[src/rtl/atm_controller_if.sv]
// atm_controller_if: bus between the card/keypad front end (master) and the
// ATM session controller (slave). clk and rst stay plain ports on the modules.
interface atm_controller_if #(
    parameter int ACC_W = 4,
    parameter int BAL_W = 16,
    parameter int PIN_W = 16
);
    logic             card_valid;
    logic [ACC_W-1:0] acc_num;
    logic [PIN_W-1:0] pin;
    logic             op_valid;
    logic [2:0]       operation;
    logic [BAL_W-1:0] amount;
    logic [PIN_W-1:0] new_pin;
    logic [BAL_W-1:0] balance;
    logic [2:0]       current_state;
    logic             done;
    logic [2:0]       err;

    modport master (
        output card_valid, acc_num, pin, op_valid, operation, amount, new_pin,
        input  balance, current_state, done, err
    );

    modport slave (
        input  card_valid, acc_num, pin, op_valid, operation, amount, new_pin,
        output balance, current_state, done, err
    );
endinterface

[src/rtl/atm_controller.sv]
// atm_controller: ATM session FSM with per-account balance/PIN tables,
// PIN-retry lockout, MENU inactivity timeout and registered done/err results.
// Optional per-session withdraw cap: define ATM_DAILY_LIMIT_EN.
//
// state      | meaning
// WAITING    | no session, waiting for a card
// MENU       | authenticated, waiting for an operation or idle timeout
// BALANCE    | report table balance of the active account
// WITHDRAW   | debit latched amount if funds (and cap) allow
// DEPOSIT    | credit latched amount unless it overflows
// CHANGE_PIN | store latched new PIN
// AUTH       | check account number, lock flag and PIN
// LOCKED     | auth refused, waiting for card removal
module atm_controller #(
    parameter int NUM_ACCOUNTS  = 10,
    parameter int BAL_W         = 16,
    parameter int PIN_W         = 16,
    parameter int INIT_BAL      = 500,
    parameter int DEFAULT_PIN   = 1234,
    parameter int MAX_PIN_TRIES = 3,
    parameter int TIMEOUT_CYC   = 64,
    parameter int WD_LIMIT      = 300
) (
    input  logic            clk,
    input  logic            rst,
    atm_controller_if.slave bus
);
    localparam int ACC_W  = (NUM_ACCOUNTS > 1) ? $clog2(NUM_ACCOUNTS) : 1;
    localparam int TRY_W  = $clog2(MAX_PIN_TRIES + 1);
    localparam int IDLE_W = (TIMEOUT_CYC > 1) ? $clog2(TIMEOUT_CYC) : 1;

    localparam logic [ACC_W:0]    NUM_ACC_L  = (ACC_W + 1)'(NUM_ACCOUNTS);
    localparam logic [BAL_W-1:0]  INIT_BAL_L = BAL_W'(INIT_BAL);
    localparam logic [PIN_W-1:0]  DEF_PIN_L  = PIN_W'(DEFAULT_PIN);
    localparam logic [TRY_W-1:0]  TRY_MAX_L  = TRY_W'(MAX_PIN_TRIES);
    localparam logic [IDLE_W-1:0] IDLE_LOAD  = IDLE_W'(TIMEOUT_CYC - 1);

    localparam logic [2:0] E_OK      = 3'd0;
    localparam logic [2:0] E_BAD_ACC = 3'd1;
    localparam logic [2:0] E_BAD_PIN = 3'd2;
    localparam logic [2:0] E_LOCKED  = 3'd3;
    localparam logic [2:0] E_INSUFF  = 3'd4;
    localparam logic [2:0] E_OVF     = 3'd5;
    localparam logic [2:0] E_TIMEOUT = 3'd6;
    localparam logic [2:0] E_LIMIT   = 3'd7;

    typedef enum logic [2:0] {
        S_WAITING    = 3'd0,
        S_MENU       = 3'd1,
        S_BALANCE    = 3'd2,
        S_WITHDRAW   = 3'd3,
        S_DEPOSIT    = 3'd4,
        S_CHANGE_PIN = 3'd5,
        S_AUTH       = 3'd6,
        S_LOCKED     = 3'd7
    } state_t;

    state_t state_q, state_d;

    logic [BAL_W-1:0]  bal_tab  [NUM_ACCOUNTS];
    logic [PIN_W-1:0]  pin_tab  [NUM_ACCOUNTS];
    logic [TRY_W-1:0]  try_tab  [NUM_ACCOUNTS];
    logic              lock_tab [NUM_ACCOUNTS];

    logic [ACC_W-1:0]  acc_q, acc_d;
    logic [BAL_W-1:0]  amt_q, amt_d;
    logic [PIN_W-1:0]  npin_q, npin_d;
    logic [IDLE_W-1:0] idle_q, idle_d;
    logic [BAL_W-1:0]  balance_q, balance_d;
    logic              done_q, done_d;
    logic [2:0]        err_q, err_d;

    logic              bal_we, pin_we, try_we, lock_set;
    logic [BAL_W-1:0]  bal_wdata;
    logic [TRY_W-1:0]  try_wdata;

    logic              acc_ok;
    logic [BAL_W-1:0]  cur_bal;
    logic [TRY_W-1:0]  try_inc;
    logic [BAL_W:0]    dep_sum;
    logic              limit_hit;

    assign acc_ok  = {1'b0, bus.acc_num} < NUM_ACC_L;
    assign cur_bal = bal_tab[acc_q];
    assign try_inc = try_tab[bus.acc_num] + TRY_W'(1);
    assign dep_sum = {1'b0, cur_bal} + {1'b0, amt_q};

`ifdef ATM_DAILY_LIMIT_EN
    localparam logic [BAL_W:0] WD_LIMIT_L = (BAL_W + 1)'(WD_LIMIT);
    logic [BAL_W-1:0] wd_acc_q, wd_acc_d;
    logic [BAL_W:0]   wd_sum;
    assign wd_sum    = {1'b0, wd_acc_q} + {1'b0, amt_q};
    assign limit_hit = wd_sum > WD_LIMIT_L;

    // Session withdraw accumulator; only successful withdrawals add to it.
    always_ff @(posedge clk or negedge rst) begin
        if (!rst) wd_acc_q <= '0;
        else      wd_acc_q <= wd_acc_d;
    end
`else
    // Cap compiled out: the limit parameter is kept referenced but has no effect.
    logic unused_wd_limit;
    assign unused_wd_limit = |WD_LIMIT;
    assign limit_hit       = 1'b0;
`endif

    // State register.
    always_ff @(posedge clk or negedge rst) begin
        if (!rst) state_q <= S_WAITING;
        else      state_q <= state_d;
    end

    // Session registers and registered handshake outputs.
    always_ff @(posedge clk or negedge rst) begin
        if (!rst) begin
            acc_q     <= '0;
            amt_q     <= '0;
            npin_q    <= '0;
            idle_q    <= '0;
            balance_q <= '0;
            done_q    <= 1'b0;
            err_q     <= E_OK;
        end else begin
            acc_q     <= acc_d;
            amt_q     <= amt_d;
            npin_q    <= npin_d;
            idle_q    <= idle_d;
            balance_q <= balance_d;
            done_q    <= done_d;
            err_q     <= err_d;
        end
    end

    // Account tables; reset restores every account to its factory values.
    always_ff @(posedge clk or negedge rst) begin
        if (!rst) begin
            for (int i = 0; i < NUM_ACCOUNTS; i++) begin
                bal_tab[i]  <= INIT_BAL_L;
                pin_tab[i]  <= DEF_PIN_L;
                try_tab[i]  <= '0;
                lock_tab[i] <= 1'b0;
            end
        end else begin
            if (bal_we)   bal_tab[acc_q]        <= bal_wdata;
            if (pin_we)   pin_tab[acc_q]        <= npin_q;
            if (try_we)   try_tab[bus.acc_num]  <= try_wdata;
            if (lock_set) lock_tab[bus.acc_num] <= 1'b1;
        end
    end

    // Next state, table updates and result codes.
    always_comb begin
        state_d   = state_q;
        acc_d     = acc_q;
        amt_d     = amt_q;
        npin_d    = npin_q;
        idle_d    = IDLE_LOAD;
        balance_d = balance_q;
        done_d    = 1'b0;
        err_d     = err_q;
        bal_we    = 1'b0;
        bal_wdata = cur_bal;
        pin_we    = 1'b0;
        try_we    = 1'b0;
        try_wdata = try_inc;
        lock_set  = 1'b0;
`ifdef ATM_DAILY_LIMIT_EN
        wd_acc_d  = wd_acc_q;
`endif
        case (state_q)
            S_WAITING: begin
                balance_d = '0;
`ifdef ATM_DAILY_LIMIT_EN
                wd_acc_d  = '0;
`endif
                if (bus.card_valid) state_d = S_AUTH;
            end
            S_AUTH: begin
                done_d = 1'b1;
                if (!acc_ok) begin
                    err_d   = E_BAD_ACC;
                    state_d = S_LOCKED;
                end else if (lock_tab[bus.acc_num]) begin
                    err_d   = E_LOCKED;
                    state_d = S_LOCKED;
                end else if (pin_tab[bus.acc_num] == bus.pin) begin
                    err_d     = E_OK;
                    try_we    = 1'b1;
                    try_wdata = '0;
                    acc_d     = bus.acc_num;
                    state_d   = S_MENU;
                end else begin
                    err_d    = E_BAD_PIN;
                    try_we   = 1'b1;
                    lock_set = try_inc >= TRY_MAX_L;
                    state_d  = S_LOCKED;
                end
            end
            S_LOCKED: begin
                if (!bus.card_valid) state_d = S_WAITING;
            end
            S_MENU: begin
                if (!bus.card_valid || (bus.op_valid && bus.operation == 3'd5)) begin
                    state_d   = S_WAITING;
                    done_d    = 1'b1;
                    err_d     = E_OK;
                    balance_d = '0;
                end else if (bus.op_valid) begin
                    // operands are only valid with the strobe, so hold them for the op state
                    amt_d  = bus.amount;
                    npin_d = bus.new_pin;
                    case (bus.operation)
                        3'd1:    state_d = S_BALANCE;
                        3'd2:    state_d = S_WITHDRAW;
                        3'd3:    state_d = S_DEPOSIT;
                        3'd4:    state_d = S_CHANGE_PIN;
                        default: state_d = S_MENU;
                    endcase
                end else if (idle_q == '0) begin
                    state_d   = S_WAITING;
                    done_d    = 1'b1;
                    err_d     = E_TIMEOUT;
                    balance_d = '0;
                end else begin
                    idle_d = idle_q - IDLE_W'(1);
                end
            end
            S_BALANCE: begin
                state_d   = S_MENU;
                done_d    = 1'b1;
                err_d     = E_OK;
                balance_d = cur_bal;
            end
            S_WITHDRAW: begin
                state_d   = S_MENU;
                done_d    = 1'b1;
                err_d     = E_OK;
                balance_d = cur_bal;
                if (limit_hit) begin
                    err_d = E_LIMIT;
                end else if (amt_q > cur_bal) begin
                    err_d = E_INSUFF;
                end else begin
                    bal_we    = 1'b1;
                    bal_wdata = cur_bal - amt_q;
                    balance_d = cur_bal - amt_q;
`ifdef ATM_DAILY_LIMIT_EN
                    wd_acc_d  = wd_sum[BAL_W-1:0];
`endif
                end
            end
            S_DEPOSIT: begin
                state_d   = S_MENU;
                done_d    = 1'b1;
                err_d     = E_OK;
                balance_d = cur_bal;
                if (dep_sum[BAL_W]) begin
                    err_d = E_OVF;
                end else begin
                    bal_we    = 1'b1;
                    bal_wdata = dep_sum[BAL_W-1:0];
                    balance_d = dep_sum[BAL_W-1:0];
                end
            end
            S_CHANGE_PIN: begin
                state_d = S_MENU;
                done_d  = 1'b1;
                err_d   = E_OK;
                pin_we  = 1'b1;
            end
        endcase
    end

    assign bus.balance       = balance_q;
    assign bus.current_state = state_q;
    assign bus.done          = done_q;
    assign bus.err           = err_q;
endmodule

[src/flat_wrapper.sv]
// flat-port wrapper written by rule: the top's interface ports become plain ports
module atm_controller_flat 
#(
    parameter int NUM_ACCOUNTS  = 10,
    parameter int BAL_W         = 16,
    parameter int PIN_W         = 16,
    parameter int INIT_BAL      = 500,
    parameter int DEFAULT_PIN   = 1234,
    parameter int MAX_PIN_TRIES = 3,
    parameter int TIMEOUT_CYC   = 64,
    parameter int WD_LIMIT      = 300
)
  (clk, rst, bus_card_valid, bus_acc_num, bus_pin, bus_op_valid, bus_operation, bus_amount, bus_new_pin, bus_balance, bus_current_state, bus_done, bus_err);
  atm_controller_if #(.ACC_W((4)), .BAL_W(BAL_W), .PIN_W(PIN_W)) bus_i ();
  input  logic clk;
  input  logic rst;
  input wire logic [$bits(bus_i.card_valid)-1:0] bus_card_valid;
  input wire logic [$bits(bus_i.acc_num)-1:0] bus_acc_num;
  input wire logic [$bits(bus_i.pin)-1:0] bus_pin;
  input wire logic [$bits(bus_i.op_valid)-1:0] bus_op_valid;
  input wire logic [$bits(bus_i.operation)-1:0] bus_operation;
  input wire logic [$bits(bus_i.amount)-1:0] bus_amount;
  input wire logic [$bits(bus_i.new_pin)-1:0] bus_new_pin;
  output wire logic [$bits(bus_i.balance)-1:0] bus_balance;
  output wire logic [$bits(bus_i.current_state)-1:0] bus_current_state;
  output wire logic [$bits(bus_i.done)-1:0] bus_done;
  output wire logic [$bits(bus_i.err)-1:0] bus_err;
  assign bus_i.card_valid = bus_card_valid;
  assign bus_i.acc_num = bus_acc_num;
  assign bus_i.pin = bus_pin;
  assign bus_i.op_valid = bus_op_valid;
  assign bus_i.operation = bus_operation;
  assign bus_i.amount = bus_amount;
  assign bus_i.new_pin = bus_new_pin;
  assign bus_balance = bus_i.balance;
  assign bus_current_state = bus_i.current_state;
  assign bus_done = bus_i.done;
  assign bus_err = bus_i.err;
  atm_controller #(.NUM_ACCOUNTS(NUM_ACCOUNTS), .BAL_W(BAL_W), .PIN_W(PIN_W), .INIT_BAL(INIT_BAL), .DEFAULT_PIN(DEFAULT_PIN), .MAX_PIN_TRIES(MAX_PIN_TRIES), .TIMEOUT_CYC(TIMEOUT_CYC), .WD_LIMIT(WD_LIMIT)) u_core (.clk(clk), .rst(rst), .bus(bus_i));
endmodule
[config.mk]
export PLATFORM = sky130hd
export DESIGN_NAME = atm_controller_flat
export DESIGN_NICKNAME = d
export VERILOG_FILES = /design/src/rtl/atm_controller_if.sv /design/src/rtl/atm_controller.sv /design/src/flat_wrapper.sv
export SDC_FILE = /design/constraint.sdc
export NUM_CORES = 1
export LEC_CHECK = 0
export CELL_PAD_IN_SITES_DETAIL_PLACEMENT = 1
export CELL_PAD_IN_SITES_GLOBAL_PLACEMENT = 1
export CORE_ASPECT_RATIO = 0.9
export CORE_MARGIN = 4
export CORE_UTILIZATION = 50
export CTS_BUF_LIST = sky130_fd_sc_hd__clkbuf_4 sky130_fd_sc_hd__clkbuf_8 sky130_fd_sc_hd__clkbuf_16
export CTS_CLUSTER_SIZE = 10
export DETAILED_ROUTE_END_ITERATION = 8
export PLACE_DENSITY = 0.87
export SETUP_SLACK_MARGIN = 0.4
export SLEW_MARGIN = 40
export SYNTH_ARGS = -nofsm -noshare
export SYNTH_HDL_FRONTEND = slang
export SYNTH_SLANG_ARGS = --single-unit
[constraint.sdc]
create_clock -name clk -period 5.6 [get_ports clk]
set_input_delay 0.84 -clock clk [delete_from_list [all_inputs] [get_ports clk]]
set_output_delay 0.84 -clock clk [all_outputs]
set_load 0.02 [all_outputs]
# ---- Word level (Yosys, flattened, before mapping)
# Index checks and enable logic that the tools add are counted.
dict set report classes {
  addsub 4
  n_lt_le_gt_ge 7
  n_eq_ne 18
  muxes 70
  n_bitwise 5
  reduce_logical 17
}
# cell count
set ops {}
lappend ops {{$bwmux 160} 2}
lappend ops {{$mux 16} 10}
lappend ops {{$bmux 16 s4} 2}
lappend ops {{$pmux 16 s5} 1}
lappend ops {{$demux 16 s4} 1}
lappend ops {{$mux 3} 15}
lappend ops {{$pmux 16 s2} 1}
lappend ops {{$pmux 3 s5} 2}
lappend ops {{$mux 6} 4}
lappend ops {{$bwmux 20} 1}
lappend ops {{$eq 3x3->1 const B} 6}
lappend ops {{$add 16x16->17} 1}
lappend ops {{$eq 16x16->1} 1}
lappend ops {{$gt 16x16->1} 1}
lappend ops {{$mux 1} 16}
lappend ops {{$mux 2} 8}
lappend ops {{$sub 16x16->16} 1}
lappend ops {{$eq 3x2->1 const B} 4}
lappend ops {{$pmux 3 s4} 1}
lappend ops {{$reduce_and 3->1} 4}
lappend ops {{$ge 5x5->1 const B} 2}
lappend ops {{$lt 5x1->1 const B} 2}
lappend ops {{$not 4->5} 2}
lappend ops {{$or 10x10->10} 1}
lappend ops {{other kinds (25)} 32}
dict set report totals {
  reg_bits 415
  in_bits 59
  output_inout_bits 23
  elab_cells 169
}

# ---- Logic depth before layout (Yosys ltp)
# Gate-level depths: netlist of the first run.
dict set report depth {
  ltp_word 10
  ltp_mapped 20
  depth_no_buf 15
}

# ---- Worst setup path before layout of the first run
# No wires, ideal clock.
dict set report synth_path {
  path_type {register -> register}
  start {reg u_core.acc_q[1]}
  end {reg u_core.bal_tab[112] in the netlist's numbering}
  setup_ns 0.083
  arrival_ns 4.544
  required_time_ns 5.517
  setup_slack_ns 0.974
  path_stages_with_launch 19
  path_buffers 7
  period_less_slack_ns 4.626
  cell_sequence {dfrtp_1 -> clkbuf_1 -> clkbuf_1 -> buf_2 -> clkbuf_1 -> mux4_2 -> mux2i_1 -> o21ai_0 -> ha_1 -> clkbuf_1 -> or3_1 -> nor3_2 -> o211ai_1 -> and3_1 -> buf_4 -> buf_6 -> nor2_1 -> mux2_2 -> o21ai_0}
}
dict set report synth_between {
  elab_chain_len 8
  elab_cells_between_ends 19
  cone_classes {add/sub: 2; order compare: 3; mux: 12; bitwise: 1; reduce/logical: 1}
}
# element line_no
set synth_rtl {}
lappend synth_rtl {{from (decl)} atm_controller.sv:65} ;# logic [ACC_W-1:0] acc_q, acc_d;
lappend synth_rtl {{from (signal assigned)} atm_controller.sv:116} ;# acc_q <= '0;
lappend synth_rtl {{from (signal assigned)} atm_controller.sv:124} ;# acc_q <= acc_d;
lappend synth_rtl {{$not 4->5 (not written as such) (*)} {atm_controller.sv:84, atm_controller.sv:144}}
lappend synth_rtl {{$bmux 16 s4} atm_controller.sv:84} ;# assign cur_bal = bal_tab[acc_q];
lappend synth_rtl {{$mux 16 (not written as such) (2 in a row)} atm_controller.sv:84}
lappend synth_rtl {{$add 16x16->17, or another cell as far along} atm_controller.sv:86} ;# assign dep_sum = {1'b0, cur_bal} + {1'b0, amt_q};
lappend synth_rtl {{$mux 16, on equally long branches} {atm_controller.sv:257, atm_controller.sv:241}}
lappend synth_rtl {{$pmux 16 s2} atm_controller.sv:170} ;# case (state_q)
lappend synth_rtl {{$bwmux 160} atm_controller.sv:144} ;# if (bal_we) bal_tab[acc_q] <= bal_wdata;
lappend synth_rtl {{to (signal, indexed assignment)} atm_controller.sv:144}
lappend synth_rtl {{to (decl)} atm_controller.sv:60} ;# logic [BAL_W-1:0] bal_tab [NUM_ACCOUNTS];
# Mark *: on every way between the ends. The rest lies on a longest branch, timed or not. The select of a mux whose other input is x is not followed.
# A chain may end at the register's enable or synchronous reset.

# ---- Worst setup path after layout of the first run
dict set report layout_path {
  start {reg u_core.acc_q[0]}
  end {reg u_core.bal_tab[130] in the netlist's numbering}
}
# Same word-level chain as after synthesis.

==> impl_metrics.csv, run 1 <==
group,metric,value,unit
detailed_routing,first_iter_violations,1322,
detailed_routing,met2_length,32600,µm
grt,grt_antenna_before_repair,0,
clocking,cts_max_path_buffers,3,
yosys,ys.flop_type,"dfrtp_1",
final_layout,final_util,0.586,
worst_setup_path,required,6.06,ns
clocking,cts_htree_levels,2,
detailed_routing,highest_layer,"met4",
final_layout,n_antenna_cell,0,
detailed_routing,vias,15900,
sta,slew_viol_final,0,
sta,final.setup_skew,0.0293,ns
yosys,yosysSeqAreaShare,0.510,
sta,fin_crit,5.04,ns
grt,grt_pass1_vias,17700,
clocking,worstSkewPairLatency,0.61,ns
yosys,synth_cells,1812,
worst_setup_path,path_class,"reg2reg",
worst_setup_path,worstPathArrival,5.49,ns
detailed_routing,wl,66000,µm
place,dp.cells,2356,
worst_setup_path,max_stage_delay,0.56,ns
clocking,cts_sinks,415,
sta,fmax,0.199,GHz
yosys,syn_nets,1915,
flow_run,cap_violations,0,
yosys,synthArstFlopShare,1.00,
sta,relSlewSlack,0.420,
place,place_hpwl,40300,µm
grt,grt_max_degree,156,
sta,setup_ws,0.564,ns
worst_setup_path,reg2reg_from,"u_core.acc_q[0]$_DFFE_PN0P_",
floorplan,num_rows,70,
sta,rsz0062_at_grt,"false",
floorplan,ioPinCount,82,
detailed_routing,drc,0,
yosys,synth-seq-cells,415,
final_layout,layout.nets,1977,
grt,grt-ovfl-total,0,
clocking,root_buffer,"clkbuf_16",
floorplan,die_w,222,µm
detailed_routing,m1WireLength,26700,µm
yosys,postSynthAreaPerCell,11.4,µm²
sta,setup_viol,0,
worst_setup_path,crit_path_end_kind,"flip-flop",
detailed_routing,wl_per_cell,26.9,µm
power,leakage,0.0104,µW
worst_setup_path,crit_top_cell,"o21ai_0",
clocking,clkTransAtPathRegs,0.06,ns
clocking,holdBufCountCts,0,
clocking,cts-buffers-inserted,48,
floorplan,dieHeight,201,µm
clocking,tritoncts,"yes",
final_layout,area_growth,15.7,%
sta,fin_crit_sh,0.899,
detailed_routing,route.met3.wl,4390,µm
sta,hold_viol,0,
power,total_power,9740,µW
power,ir_worst_vdd,297,µV
hold_path,min_path_type,"in2async",
worst_setup_path,crit_fanout,21,
detailed_routing,drtPass1Iterations,7,
yosys,yosys_warnings,0,
power,p_per_area,408,nW/µm²
final_layout,drive_gt1_frac,0.295,
worst_setup_path,slowest_stage,"a21oi_2",
yosys,synth_area,20600,µm²
place,gp_congestion,0.851,
run_status,status,"finished clean",
yosys,yosysUniqueCellTypes,79,
place,dpl_worst_slack,0.250,ns
worst_setup_path,cp-start-kind,"flip-flop",
floorplan,die_area,44600,µm²
sta,fin_setup_tns,0,ns
final_layout,fin_cells,2453,
worst_setup_path,path_cells,"buf_12, mux4_2, mux2i_1, o21ai_0, ha_1, inv_1, nand4_1, a21oi_1, a211oi_1, and3_2, nor2_1, a21oi_2, o21ai_0",
grt,track_usage,0.290,
yosys,synth_edf_count,0,
grt,grt_pass1_wl,104000,µm
detailed_routing,drtAntennaViolNets,0,
worst_setup_path,cp-startpoint,"u_core.acc_q[0]$_DFFE_PN0P_",
floorplan,core,40700,µm²
floorplan,start_util,0.507,
detailed_routing,via_per_inst,6.48,
sta,worst_pin_slew,0.861,ns
place,portBuffers,81,
[final timing paths]
check / endpoint / slack, ns / depth (start not counted)
worst min-delay path: u_core.bal_tab[57]$_DFFE_PN0P_ / 0.12 / 1
min in group clk: u_core.lock_tab[8]$_DFFE_PN0P_ / 0.48 / 1
worst max-delay path: u_core.bal_tab[130]$_DFFE_PN1P_ / 0.56 / 13
worst min register to register: u_core.lock_tab[8]$_DFFE_PN0P_ / 0.48 / 1
worst max register to register: u_core.bal_tab[130]$_DFFE_PN1P_ / 0.56 / 13
max in group asynchronous: u_core.acc_q[0]$_DFFE_PN0P_ / 4.10 / 3
[metal layers]
layer / GRT usage / vias up
met5: 0 / -
met2: 0.486 / 726
li1: - / 6630
met3: 0.0545 / 219
met4: 0.105 / 0
met1: 0.381 / 8326
[registers in the layout (all words and copies together), names as in the netlist]
name                      flops
u_core.try_tab               20
u_core.bus.done               1
u_core.bal_tab              160
u_core.idle_q                 6
u_core.bus.balance           16
u_core.acc_q                  4
u_core.bus.err                3
u_core.bus.current_state      3
u_core.amt_q                 16
u_core.pin_tab              160
u_core.npin_q                16
u_core.lock_tab              10
[power by group]
part / switching, µW / internal (µW) / total (µW)
Combinational: 1870 / 1100 / 2970
Sequential: 350 / 3310 / 3660
Clock: 1290 / 1810 / 3100
[timing repair]
action | in CTS | in global routing
buffers inserted | 0 | 6
hold endpoints to repair | 0 | 0
gates resized for setup | 4 | 7
setup endpoints to repair | 31 | 148
[cell usage in the layout, fill, tap and decap left out, types with 6 or more instances in the layout]
master           synthesis  routed
buf_12                   0       8
nor3_1                  16      15
a22oi_1                 28      28
nand3_1                 10      10
clkbuf_16                0      48
dfrtp_1                305     303
ha_1                    42      42
nand4_1                  8       8
inv_1                   49      49
a21o_1                  11      11
clkbuf_4                 0      35
a221o_1                 10      10
o22ai_1                 19      19
buf_4                    8      50
o21bai_1                17      17
o22a_1                   6       6
dfstp_2                110     110
mux2i_1                 64      64
o211ai_1                 6       6
clkdlybuf4s50_1          0      78
xor2_1                  10      10
o21ai_0                221     208
a31oi_1                 10      10
nor2_1                  55      50
mux4_2                  51      51
a21oi_1                 48      46
nand2b_1                 9       7
nor2b_1                 25      25
a211oi_1                 6       6
mux2_2                 201     201
o31ai_1                 12      12
nand2_1                236     232
o21ai_2                  0       9
xnor2_1                  8       8
[per-stage QoR]
stage / hold WS [ns] / area (µm²)
final: 0.122 / 23900
after global routing: 0.123 / 23900
after CTS: 0.322 / 23800
after detailed placement: 0.463 / 22200
after global placement: 0.452 / 22100
after floorplan: 0.429 / 20600
[critical path: cells and delay by family (launching register included)]
kind	cells	cell delay, ns
AOI/OAI and AO/OA	5	1.75
muxes	2	0.89
buffers and inverters	2	0.35
adders and majority gates	1	0.52
and+or+nand+nor	3	0.82
DFF	1	0.55
[Yosys cell counts (8+ instances only)]
cell	count	share of area
nand4_1	8	0.0024
nor2b_1	25	0.0076
a22oi_1	28	0.010
nand2b_1	9	0.0027
buf_4	8	0.0029
a21o_1	11	0.0040
dfstp_2	110	0.14
mux2_2	201	0.11
o21bai_1	17	0.0062
o31ai_1	12	0.0044
a221o_1	10	0.0049
mux2i_1	64	0.031
nor3_1	16	0.0039
dfrtp_1	305	0.37
xnor2_1	8	0.0034
mux4_2	51	0.056
nor2_1	55	0.010
a21oi_1	48	0.012
o22ai_1	19	0.0058
nand3_1	10	0.0024
buf_2	15	0.0036
xor2_1	10	0.0042
a31oi_1	10	0.0030
o21ai_0	221	0.054
ha_1	42	0.025
inv_1	49	0.0089
clkbuf_1	95	0.017
nand2_1	236	0.043
[area by class of cell]
cell class | instances | area (µm²)
multi-input combinational | 1220 | 9530
tap | 540 | 676
sequential | 415 | 10500
fill | 4132 | 16800
clock inverter | 5 | 90.1
timing repair buffer | 140 | 1400
clock buffer | 84 | 1480
inverter | 49 | 184
[cell families after synthesis]
logic type,Yosys count,share of synthesized area
xor+xnor,18,0.00764
buf+inv,177,0.0364
fa+ha+maj,44,0.0274
compound gates,435,0.129
simple gates,401,0.0883
flops,415,0.510
mux,322,0.202
Power figures use the tool's default switching activity.
==> inputs of run 2 (changes only) <==
- GPL_ROUTABILITY_DRIVEN: not set -> 0
==> run 2 against run 1 <==
Worst setup slack got worse by 0.0050 ns; count of clock-buffer cells in the layout up 2; clock skew down 0.0036 ns; power rose by 1.2%; largest power group unchanged.
==> impl_metrics.csv, run 2 (synthesized netlist as in run 1, its figures left out) <==
group,metric,value,unit
run_status,status,"finished clean",
sta,setup_ws,0.559,ns
clocking,tritoncts,"yes",
detailed_routing,drtPass1Iterations,6,
worst_setup_path,cp-startpoint,"u_core.acc_q[1]$_DFFE_PN0P_",
worst_setup_path,required,6.07,ns
place,portBuffers,81,
sta,setup_viol,0,
worst_setup_path,r2r_cells,17,
final_layout,layout.nets,1974,
floorplan,num_rows,70,
sta,relSlewSlack,0.471,
sta,final.setup_skew,0.0257,ns
final_layout,final_cell_mix,"dfrtp_1, nand2_1, o21ai_0",
worst_setup_path,crit_path_end_kind,"flip-flop",
power,ir_worst_vdd,306,µV
sta,fin_setup_tns,0,ns
sta,slew_viol_final,0,
worst_setup_path,worstPathArrival,5.51,ns
clocking,cts_max_path_buffers,3,
final_layout,layout_commonest_cell,"dfrtp_1",
grt,grt_pass1_vias,17600,
detailed_routing,via_per_inst,6.52,
final_layout,top_regs,"u_core.bal_tab x160, u_core.pin_tab x160, u_core.try_tab x20",
worst_setup_path,crit_end,"u_core.bal_tab[31]$_DFFE_PN0P_",
grt,grt_antenna_before_repair,1,
clocking,cts-buffers-inserted,48,
hold_path,min_path_type,"in2async",
worst_setup_path,r2r-end,"u_core.bal_tab[31]$_DFFE_PN0P_",
place,place_hpwl,39300,µm
worst_setup_path,crit_fanout,35,
place,dpl_worst_slack,0.290,ns
grt,track_usage,0.297,
detailed_routing,wl,67800,µm
final_layout,area_growth,15.6,%
detailed_routing,first_iter_violations,1523,
sta,worst_pin_slew,0.787,ns
sta,fin_crit_sh,0.900,
clocking,clkTransAtPathRegs,0.06,ns
sta,rsz0062_at_grt,"true",
worst_setup_path,reg2reg_setup_slack,0.56,ns
power,leakage,0.0104,µW
grt,grt_max_degree,163,
clocking,cts_sinks,415,
floorplan,start_util,0.507,
clocking,cts_htree_levels,2,
sta,fin_hold_ws,0.116,ns
clocking,worstSkewPairLatency,0.60,ns
detailed_routing,vias,16000,
floorplan,die_w,222,µm
grt,grt_pass1_wl,106000,µm
sta,fmax,0.198,GHz
floorplan,ioPinCount,82,
final_layout,fillers,4121,
worst_setup_path,path_class,"reg2reg",
floorplan,die_area,44600,µm²
clocking,root_buffer,"clkbuf_16",
detailed_routing,wl_per_cell,27.6,µm
flow_run,cap_violations,0,
floorplan,dieHeight,201,µm
floorplan,core,40700,µm²
power,p_per_area,413,nW/µm²
detailed_routing,drtAntennaViolNets,0,
worst_setup_path,cp-start-kind,"flip-flop",
sta,fin_crit,5.04,ns
grt,grt-ovfl-total,0,
worst_setup_path,reg2reg_from,"u_core.acc_q[1]$_DFFE_PN0P_",
clocking,holdBufCountCts,0,
sta,hold_viol,0,
detailed_routing,drc,0,
final_layout,drive_gt1_frac,0.296,
run 2: what timing repair did:
action                     CTS  global route
resized for setup            6             8
setup endpoints to repair   36           165
pin swaps                    0             2
setup buffers                0             9
run 2: metal layers:
metal / routed length, µm / vias up / GRT usage / part of all wire
li1: - / 6624 / - / -
met1: 27500 / 8452 / 0.391 / 0.41
met2: 33600 / 730 / 0.498 / 0.50
met3: 4580 / 190 / 0.0553 / 0.068
met4: 2020 / 2 / 0.107 / 0.030
met5: 17 / - / 0 / 0.00025
run 2: worst max-delay path, cell delays in order, from the launching register on:
cell and delay [ns]:
dfrtp_1 0.61, buf_12 0.29, mux4_2 0.24, mux2i_1 0.16, o21ai_0 0.43, inv_1 0.15
ha_1 0.25, fa_1 0.44, nor2b_1 0.19, o2111ai_1 0.17, a211oi_1 0.32, o211ai_1 0.26
a21oi_4 0.28, buf_4 0.24, o31a_1 0.31, a221oi_4 0.07, buf_12 0.19, o21ai_0 0.28
run 2: where the power goes:
group          total, µW  switching (µW)  internal, µW
logic               3000            1910          1090
registers           3670             358          3310
clock network       3180            1310          1870
total               9850            3580          6270
run 2: worst min-delay path by stage:
stage	end	slack (ns)	startpoint
2_1_floorplan	u_core.idle_q[0]$_DFF_PN0_	0.43	u_core.idle_q[0]$_DFF_PN0_
3_3_place_gp	u_core.lock_tab[6]$_DFFE_PN0P_	0.45	u_core.lock_tab[6]$_DFFE_PN0P_
3_5_place_dp	u_core.lock_tab[8]$_DFFE_PN0P_	0.46	u_core.lock_tab[8]$_DFFE_PN0P_
4_1_cts	u_core.bal_tab[147]$_DFFE_PN0P_	0.33	rst
5_1_grt	u_core.bal_tab[153]$_DFFE_PN0P_	0.12	rst
6_report	u_core.bal_tab[153]$_DFFE_PN0P_	0.12	rst
run 2: cell type report:
cell class | instances | area, µm² | share of cell area
tap | 540 | 676 | 0.0283
clock buffer | 86 | 1500 | 0.0629
clock inverter | 4 | 75.1 | 0.00315
timing repair buffer | 137 | 1340 | 0.0560
antenna | 1 | 2.50 | 0.000105
sequential | 415 | 10500 | 0.441
multi-input combinational | 1220 | 9550 | 0.401
inverter | 49 | 184 | 0.00771
run 2: through the flow:
| stage | cell area (µm²) | instances | utilization | total power, µW |
|---|---|---|---|---|
| 2_1_floorplan | 20600 | 1812 | - | 5350 |
| 3_3_place_gp | 22000 | 2348 | 0.540 | 6280 |
| 3_5_place_dp | 22100 | 2350 | 0.542 | 6480 |
| 4_1_cts | 23700 | 2440 | 0.581 | 9750 |
| 5_1_grt | 23800 | 2451 | 0.586 | 10300 |
| 6_report | 23800 | 2452 | 0.586 | 9850 |
